**src/rtl/fsk_bit_decoder_if.sv**
```systemverilog
// ----------------------------------------------------------------------------
// fsk_bit_decoder_if
// Byte stream from the FSK bit decoder to the capture/control logic.
//   data_out    8  assembled byte, LSB = first received bit
//   data_valid  1  byte available, held until accepted
//   data_ready  1  consumer accepts when data_valid & data_ready
// master = decoder side, slave = consumer side.
// ----------------------------------------------------------------------------
interface fsk_bit_decoder_if;
    logic [7:0] data_out;
    logic       data_valid;
    logic       data_ready;

    modport master (
        output data_out,
        output data_valid,
        input  data_ready
    );

    modport slave (
        input  data_out,
        input  data_valid,
        output data_ready
    );
endinterface

```
**src/rtl/fsk_bit_decoder.sv**
```systemverilog
// ----------------------------------------------------------------------------
// fsk_bit_decoder
// Sequences a frequency_analyzer over one bit window at a time, compares the
// two tone counts at window end, decides one FSK bit per window and packs the
// bits LSB-first into bytes delivered on a valid/ready handshake.
//
// Ports
//   clock            in   system clock, rising edge
//   reset            in   asynchronous, active-high reset
//   run              in   1 = decode continuously, 0 = stop at next boundary
//   analyzer_enable  out  analyzer count enable (high for WINDOW cycles)
//   analyzer_clear   out  analyzer clear (one cycle before each window)
//   f1_value         in   analyzer count for the logic-0 tone
//   f2_value         in   analyzer count for the logic-1 tone
//   bit_value        out  last decided bit, valid with bit_strobe
//   bit_strobe       out  one-cycle pulse per decided bit
//   bit_error        out  one-cycle pulse with bit_strobe on an ambiguous bit
//   overrun          out  sticky: byte completed while previous one pending
//   error_count      out  (FSK_DECODER_ERROR_CNT_EN only) saturating count
//                         of ambiguous bits
//   byte_if          master side of the byte stream interface
//
// Build option: define FSK_DECODER_ERROR_CNT_EN to add error_count and to
// drop ambiguous bits instead of shifting them in as 0.
// ----------------------------------------------------------------------------
module fsk_bit_decoder #(
    parameter int CLOCK         = 50000000,
    parameter int BIT_RATE      = 1000,
    parameter int MIN_COUNT     = 4,
    parameter int SETTLE_CYCLES = 2
) (
    input  logic                     clock,
    input  logic                     reset,
    input  logic                     run,
    output logic                     analyzer_enable,
    output logic                     analyzer_clear,
    input  logic [31:0]              f1_value,
    input  logic [31:0]              f2_value,
    output logic                     bit_value,
    output logic                     bit_strobe,
    output logic                     bit_error,
    output logic                     overrun,
`ifdef FSK_DECODER_ERROR_CNT_EN
    output logic [15:0]              error_count,
`endif
    fsk_bit_decoder_if.master        byte_if
);

    localparam int WINDOW = CLOCK / BIT_RATE;
    localparam int CNT_MAX = (WINDOW > SETTLE_CYCLES) ? WINDOW : SETTLE_CYCLES;
    localparam int CNT_W = $clog2(CNT_MAX) + 1;
    localparam logic [CNT_W-1:0] WIN_LAST    = CNT_W'(WINDOW - 1);
    localparam logic [CNT_W-1:0] SETTLE_LAST = CNT_W'(SETTLE_CYCLES - 1);
    localparam logic [31:0]      MIN_C       = 32'(MIN_COUNT);

    typedef enum logic [2:0] {
        IDLE,
        CLEAR,
        MEASURE,
        SETTLE,
        DECIDE
    } state_t;

    state_t           state;
    logic [CNT_W-1:0] cnt;
    logic [2:0]       bit_idx;
    logic [7:0]       shift_q;
    logic             dec_bit;
    logic             dec_amb;
    logic             accept;

    // Returns {ambiguous, bit}. Unsigned compare; ties or weak winners are ambiguous.
    function automatic logic [1:0] decide_bit(input logic [31:0] f1, input logic [31:0] f2);
        if ((f2 > f1) && (f2 >= MIN_C))
            return 2'b01;
        else if ((f1 > f2) && (f1 >= MIN_C))
            return 2'b00;
        else
            return 2'b10;
    endfunction

`ifdef FSK_DECODER_ERROR_CNT_EN
    function automatic logic [15:0] sat_inc(input logic [15:0] v);
        return (v == 16'hFFFF) ? v : v + 16'd1;
    endfunction
`endif

    always_comb begin
        {dec_amb, dec_bit} = decide_bit(f1_value, f2_value);
`ifdef FSK_DECODER_ERROR_CNT_EN
        accept = ~dec_amb;
`else
        accept = 1'b1;
`endif
    end

    always_ff @(posedge clock or posedge reset) begin
        if (reset) begin
            state              <= IDLE;
            cnt                <= '0;
            bit_idx            <= '0;
            shift_q            <= '0;
            analyzer_enable    <= 1'b0;
            analyzer_clear     <= 1'b0;
            bit_value          <= 1'b0;
            bit_strobe         <= 1'b0;
            bit_error          <= 1'b0;
            overrun            <= 1'b0;
            byte_if.data_out   <= '0;
            byte_if.data_valid <= 1'b0;
`ifdef FSK_DECODER_ERROR_CNT_EN
            error_count        <= '0;
`endif
        end else begin
            bit_strobe <= 1'b0;
            bit_error  <= 1'b0;

            // Consumer handshake; a byte completing this same cycle overrides below.
            if (byte_if.data_valid && byte_if.data_ready)
                byte_if.data_valid <= 1'b0;

            case (state)
                IDLE: begin
                    if (run) begin
                        state          <= CLEAR;
                        analyzer_clear <= 1'b1;
                    end
                end

                CLEAR: begin
                    state           <= MEASURE;
                    analyzer_clear  <= 1'b0;
                    analyzer_enable <= 1'b1;
                    cnt             <= '0;
                end

                MEASURE: begin
                    if (cnt == WIN_LAST) begin
                        state           <= SETTLE;
                        analyzer_enable <= 1'b0;
                        cnt             <= '0;
                    end else begin
                        cnt <= cnt + 1'b1;
                    end
                end

                SETTLE: begin
                    if (cnt == SETTLE_LAST)
                        state <= DECIDE;
                    else
                        cnt <= cnt + 1'b1;
                end

                DECIDE: begin
                    bit_strobe <= 1'b1;
                    bit_value  <= dec_bit;
                    bit_error  <= dec_amb;
`ifdef FSK_DECODER_ERROR_CNT_EN
                    if (dec_amb)
                        error_count <= sat_inc(error_count);
`endif
                    if (accept) begin
                        bit_idx <= bit_idx + 3'd1;
                        if (bit_idx == 3'd7) begin
                            byte_if.data_out   <= {dec_bit, shift_q[6:0]};
                            byte_if.data_valid <= 1'b1;
                            if (byte_if.data_valid && !byte_if.data_ready)
                                overrun <= 1'b1;
                            shift_q <= '0;
                        end else begin
                            shift_q[bit_idx] <= dec_bit;
                        end
                    end

                    if (run) begin
                        state          <= CLEAR;
                        analyzer_clear <= 1'b1;
                    end else begin
                        state <= IDLE;
                    end
                end

                default: begin
                    state           <= IDLE;
                    analyzer_enable <= 1'b0;
                    analyzer_clear  <= 1'b0;
                end
            endcase
        end
    end

endmodule
```
**src/flat_wrapper.sv**
```systemverilog
// flat-port wrapper written by rule: the top's interface ports become plain ports
module fsk_bit_decoder_flat 
#(
    parameter int CLOCK         = 50000000,
    parameter int BIT_RATE      = 1000,
    parameter int MIN_COUNT     = 4,
    parameter int SETTLE_CYCLES = 2
)
  (clock, reset, run, analyzer_enable, analyzer_clear, f1_value, f2_value, bit_value, bit_strobe, bit_error, overrun, byte_if_data_out, byte_if_data_valid, byte_if_data_ready);
  fsk_bit_decoder_if byte_if_i ();
  input  logic clock;
  input  logic reset;
  input  logic run;
  output logic analyzer_enable;
  output logic analyzer_clear;
  input  logic [31:0] f1_value;
  input  logic [31:0] f2_value;
  output logic bit_value;
  output logic bit_strobe;
  output logic bit_error;
  output logic overrun;
  output wire logic [$bits(byte_if_i.data_out)-1:0] byte_if_data_out;
  output wire logic [$bits(byte_if_i.data_valid)-1:0] byte_if_data_valid;
  input wire logic [$bits(byte_if_i.data_ready)-1:0] byte_if_data_ready;
  assign byte_if_data_out = byte_if_i.data_out;
  assign byte_if_data_valid = byte_if_i.data_valid;
  assign byte_if_i.data_ready = byte_if_data_ready;
  fsk_bit_decoder #(.CLOCK(CLOCK), .BIT_RATE(BIT_RATE), .MIN_COUNT(MIN_COUNT), .SETTLE_CYCLES(SETTLE_CYCLES)) u_core (.clock(clock), .reset(reset), .run(run), .analyzer_enable(analyzer_enable), .analyzer_clear(analyzer_clear), .f1_value(f1_value), .f2_value(f2_value), .bit_value(bit_value), .bit_strobe(bit_strobe), .bit_error(bit_error), .overrun(overrun), .byte_if(byte_if_i));
endmodule
```
**config.mk**
```make
export PLATFORM = sky130hd
export DESIGN_NAME = fsk_bit_decoder_flat
export DESIGN_NICKNAME = d
export VERILOG_FILES = /design/src/rtl/fsk_bit_decoder_if.sv /design/src/rtl/fsk_bit_decoder.sv /design/src/flat_wrapper.sv
export SDC_FILE = /design/constraint.sdc
export NUM_CORES = 1
export LEC_CHECK = 0
export ABC_AREA = 1
export CAP_MARGIN = 20
export CORE_ASPECT_RATIO = 0.9
export CORE_MARGIN = 2
export CORE_UTILIZATION = 28
export CTS_CLUSTER_DIAMETER = 80
export DETAILED_ROUTE_END_ITERATION = 7
export GPL_TIMING_DRIVEN = 0
export HOLD_SLACK_MARGIN = 0.1
export PLACE_DENSITY = 0.59
export SLEW_MARGIN = 20
export SYNTH_ARGS = -nofsm -noshare
export SYNTH_HDL_FRONTEND = slang
export SYNTH_SLANG_ARGS = --single-unit
```
**constraint.sdc**
```tcl
create_clock -name clock -period 1.9 [get_ports clock]
set_clock_uncertainty 0.2 [all_clocks]
set_input_delay 0.38 -clock clock [delete_from_list [all_inputs] [get_ports clock]]
set_output_delay 0.38 -clock clock [all_outputs]
set_load 0.05 [all_outputs]
```
---- After elaboration in Yosys (flattened, before gate mapping) ----
Index checks and enable logic that the tools add are counted.
word-level totals
  bits in registers ....................... 46
  input bits .............................. 68
  output and inout port bits .............. 15
  logic and storage cells ................. 74
operators by class
  add/sub/neg operators ................... 2
  magnitude comparators ................... 6
  eq/ne operators ......................... 12
  multiplexer cells ....................... 23
  bitwise gates (word level) .............. 2
  reduce and logical (&&, ||, !) cells .... 17
operator list
  cell                     count
  $ge A32 B3 Y1 const B    2
  $gt A32 B32 Y1           2
  $pmux W17 S3             1
  $mux W17                 2
  $add A17 B1 Y17 const B  1
  $eq A17 B1 Y1 const B    1
  $eq A17 B16 Y1 const B   1
  $pmux W3 S5              1
  $mux W1                  9
  $mux W3                  3
  $bwmux W8                1
  $mux W8                  1
  $reduce_and A2 Y1        4
  $eq A3 B2 Y1 const B     2
  $eq A3 B3 Y1 const B     2
  $ne A2 B1 Y1 const B     3
  $reduce_and A3 Y1        2
  $logic_and A1 B1 Y1      5
  $lt A3 B4 Y1 const B     1
  $mux W2                  2
  $ne A2 B2 Y1 const B     2
  $reduce_or A2 Y1         2
  $add A3 B1 Y3 const B    1
  $demux W1 S3             1
  other kinds (9)          10

---- Depth between registers and ports, before layout ----
  depth after elaboration ................. 6
  mapped depth ............................ 16
  mapped depth without buffers ............ 16

---- Worst setup path before layout ----
OpenSTA, ideal clock, no wires.
  kind .................................... input port to flip-flop
  start point ............................. input port f2_value[31]
  end point ............................... register u_core.bit_error
  library setup time ...................... 0.071 ns
  arrival ................................. 1.545 ns
  data required time ...................... 1.629 ns
  path slack .............................. 0.084 ns
  stages on the path ...................... 10
  path buffers ............................ 0
  path through ............................ inv_1 > ha_1 > nand2_1 > nor2_1 > nand3_1 > nor3_1 > nand2_1 > nand3_1 > nand2_1 > nor2_1
between the ends
  cells in the longest elaborated chain, start to end .. 5
  elaborated cells between the ends (all ways) .. 8
  those cells by class .................... order compare (3); mux (3); reduce/logical (2)
RTL lines
  what                  line                    source
  from (decl)           flat_wrapper.sv:17      input logic [31:0] f2_value;
  $gt A32 B32 Y1        fsk_bit_decoder.sv:76   else if ((f1 > f2) && (f1 >= MIN_C))
  $logic_and A1 B1 Y1   fsk_bit_decoder.sv:76
  $mux W2               fsk_bit_decoder.sv:76
  $mux W2 *             fsk_bit_decoder.sv:74   if ((f2 > f1) && (f2 >= MIN_C))
  $mux W1 *             fsk_bit_decoder.sv:122  case (state)
  to (signal assigned)  fsk_bit_decoder.sv:157  bit_error <= dec_amb;
  to (decl)             fsk_bit_decoder.sv:41   output logic bit_error,
Mark *: on every way between the ends. The rest lies on a longest branch, timed or not.
A chain may end at the register's enable or synchronous reset.

---- Worst setup path in the final report ----
  start point ............................. register u_core.cnt[1]
  end point ............................... register u_core.cnt[5]
between the ends
  cells in the longest elaborated chain, start to end .. 3
  elaborated cells between the ends (all ways) .. 8
  those cells by class .................... add/sub (1); eq/ne (3); mux (3); reduce/logical (1)
RTL lines
  what                                                      line                                            source
  from (decl)                                               fsk_bit_decoder.sv:65                           logic [CNT_W-1:0] cnt;
  from (signal assigned)                                    fsk_bit_decoder.sv:143                          cnt <= cnt + 1'b1;
  from (signal assigned)                                    fsk_bit_decoder.sv:151                          cnt <= cnt + 1'b1;
  $add A17 B1 Y17 (tied with other cells)                   fsk_bit_decoder.sv:143, fsk_bit_decoder.sv:151
  $mux W17 (tied with other cells)                          fsk_bit_decoder.sv:148                          if (cnt == SETTLE_LAST)
  $pmux W17 S3 / $reduce_and A2 Y1 (equally long branches)  n/a
Parallel ways exist; a longest one is shown, timed or not. The select of a mux whose other input is x is not followed.

==> qor.txt <==
crit start category - flop
setup ws final - 0.0524 ns
most common cell after layout, fill and taps aside - nand2_1
Arrival @ worst endpoint - 1.83 ns
Detailed Routing Iterations Pass 1 - 4
first-pass GRT wire length - 16500 microns
PortBufs - 82
Avg Inst Size Synth - 7.44 sq um
clock latency on the worst-skew pair - 0.29 ns
Slew Viols, Final - 0
Vias - 3488
clk buf depth - 2
Remaining DRCs - 0
layout cell share with drive strength beyond 1 - 0.329
placer congestion estimate - 0.899
Mapped Nets - 574
# diodes - 0
Final Hold Fails - 0
Req. time, crit path - 1.88 ns
max_cap viols - 0
dpl ws - -0.742 ns
Worst Hold Class - primary input to asynchronous set/reset pin
Internal Power - 2.47 mW
worst-margin pin slew - 0.528 ns
Gate power share - 0.500
sw frac - 0.434
largest net degree at the start of global routing - 29
Cells after Synth - 470
final HPWL from detailed placement - 7300 microns
H-tree Lvls - 2
leading cell types in the layout, fill and taps excluded - 88 x nand2_1, 43 x dfrtp_1, 42 x inv_1, 42 x dlygate4sd2_1, 41 x inv_2
fin crit share - 0.972
ANT nets after route - 0
mapped cell area - 0.00350 sq mm
Worst Setup End Kind - flop
fin nets - 684
number of synthesized flops with an enable pin - 0
peak supply drop - 0.410 mV
post-synth top area share - 0.322
NetSw - 1.90 mW
per-cell routed wire length - 13.1 microns
post-cts hold buffer count - 0
Pwr Density - 832 mW/mm^2
final setup vio count - 0
Die ar. - 0.0134 sq mm
Die H - 110 microns
total CTS buffers - 5
largest cells by area after synthesis - dfrtp_1 32%, ha_1 13%, nand2_1 11%
std cell rows - 38
vias in the first global route - 3533
Slew Limit Headroom - 0.649
DRT Wirelength - 9710 microns
core area - 0.0121 sq mm
Fin Hold WS - 0.198 ns
Vias/cell - 4.71
CTS clock-pin slew for the worst setup and hold paths - 0.07 ns
worst setup path class - flop to flop
Ys Warns - 0
Yosys cell types - 38
initial core utilization - 0.288
Multi-input gate area - 0.00256 sq mm
total grt overflow - 0
CTS Sinks - 45
Synth area leader - dfrtp_1
Static Leak - 2.47 nW
sequential share of power - 0.301
Main synth FF type - dfrtp_1
setup_tns - 0 ns
status - completed
fillers - 1240
flip-flop and latch area - 0.00113 sq mm
CTS tree - done
Clock Root Buffer - clkbuf_16
post-synthesis sequential area ratio - 0.322
Final Core Density - 0.433
fin crit period - 1.85 ns
Max FO, Critical Path - 5
die width - 122 microns
asr flop ratio synth - 1.00
Clock power frac - 0.198
Starting DRT DRC Count - 138
unrepaired setup endpoints after global routing - yes
GRT Util Overall - 0.151
IO Count - 83
#FFs+latches synth - 45
synthesis-to-finish area growth - 50.1%
Fmax - 0.541 GHz
initial antenna violation count - 0
stage by stage:
| stage | total power [mW] | instances | instance area, sq um |
|---|---|---|---|
| CTS | 4.27 | 738 | 5140 |
| floorplan | 2.61 | 470 | 3500 |
| finish | 4.37 | 741 | 5250 |
| global route | 4.69 | 741 | 5250 |
| detailed placement | 3.20 | 713 | 4540 |
| global placement | 3.16 | 712 | 4520 |
final timing paths:
path / startpoint / end / slack (ns) / cells past startpoint
worst max-delay path: u_core.cnt[1] / u_core.cnt[5] / 0.05 / 10
max in group asynchronous: reset / u_core.state[0] / 0.81 / 3
worst min-delay path: reset / u_core.analyzer_enable / 0.20 / 2
worst max register to register: u_core.cnt[1] / u_core.cnt[5] / 0.05 / 10
min in group clock: u_core.byte_if.data_out[5] / u_core.byte_if.data_out[5] / 0.27 / 2
worst min register to register: u_core.byte_if.data_out[5] / u_core.byte_if.data_out[5] / 0.27 / 2
synth_stat cells (8+ instances only):
| library cell | instances |
|---|---|
| inv_1 | 75 |
| o211ai_1 | 10 |
| nor3_1 | 18 |
| a21oi_1 | 17 |
| nand4_1 | 21 |
| nor2_1 | 39 |
| nand2_1 | 101 |
| o21ai_0 | 26 |
| nand3_1 | 22 |
| dfrtp_1 | 45 |
| inv_2 | 8 |
| ha_1 | 36 |
logic make-up after synthesis:
group                      after synthesis  synth area share
adders and majority gates               36             0.129
and+or+nand+nor                        224             0.314
AOI/OAI and AO/OA                       70             0.118
buffers and inverters                   89             0.102
DFF                                     45             0.322
xor gates and xnor gates                 6            0.0150
metal layers:
| layer | GRT usage | share of wire |
|---|---|---|
| met1 | 0.204 | 0.47 |
| met2 | 0.255 | 0.47 |
| met3 | 0.0231 | 0.043 |
| met4 | 0.0353 | 0.011 |
| met5 | 0 | 0 |
state kept, by name, summed over array words and instances (netlist names):
| name | count |
|---|---|
| u_core.shift_q | 7 |
| u_core.bit_error | 1 |
| u_core.byte_if.data_valid | 1 |
| u_core.state | 3 |
| u_core.byte_if.data_out | 8 |
| u_core.cnt | 17 |
| u_core.bit_strobe | 1 |
| u_core.analyzer_clear | 1 |
| u_core.analyzer_enable | 1 |
| u_core.overrun | 1 |
| u_core.bit_value | 1 |
| u_core.bit_idx | 3 |
power by group through the flow:
stage / logic, mW / registers [mW] / clock network (mW)
after floorplan: 1.19 / 1.42 / 0
after global routing: 2.42 / 1.34 / 0.925
after CTS: 2.08 / 1.29 / 0.892
after detailed placement: 1.89 / 1.31 / 0
after global placement: 1.86 / 1.30 / 0
final: 2.19 / 1.32 / 0.867
worst max-delay path, stage by stage (launching register included):
cell and delay [ns]:
dfrtp_1 0.40, inv_2 0.06, ha_2 0.18, nand4_1 0.10, nor3_2 0.14, nand2_1 0.12
nand2_4 0.09, nand3b_4 0.11, buf_6 0.15, a21oi_1 0.12, nor2_1 0.06
final cells by class:
cell class              instances  share of cell area
multi-input cells             336               0.489
flip-flops and latches         45               0.215
repair buffers                103               0.162
clock buffers                   5              0.0238
inverters                      83              0.0593
plain buffers                   6             0.00929
clock inverters                 3             0.00405
well taps                     160              0.0381
timing repair:
action,CTS,global route
gates resized for setup,176,94
endpoints found under the setup margin,35,37
pin swaps,51,47
buffers inserted,16,3
gates cloned,1,0
Note: power is estimated with default switching activity, not from simulation.
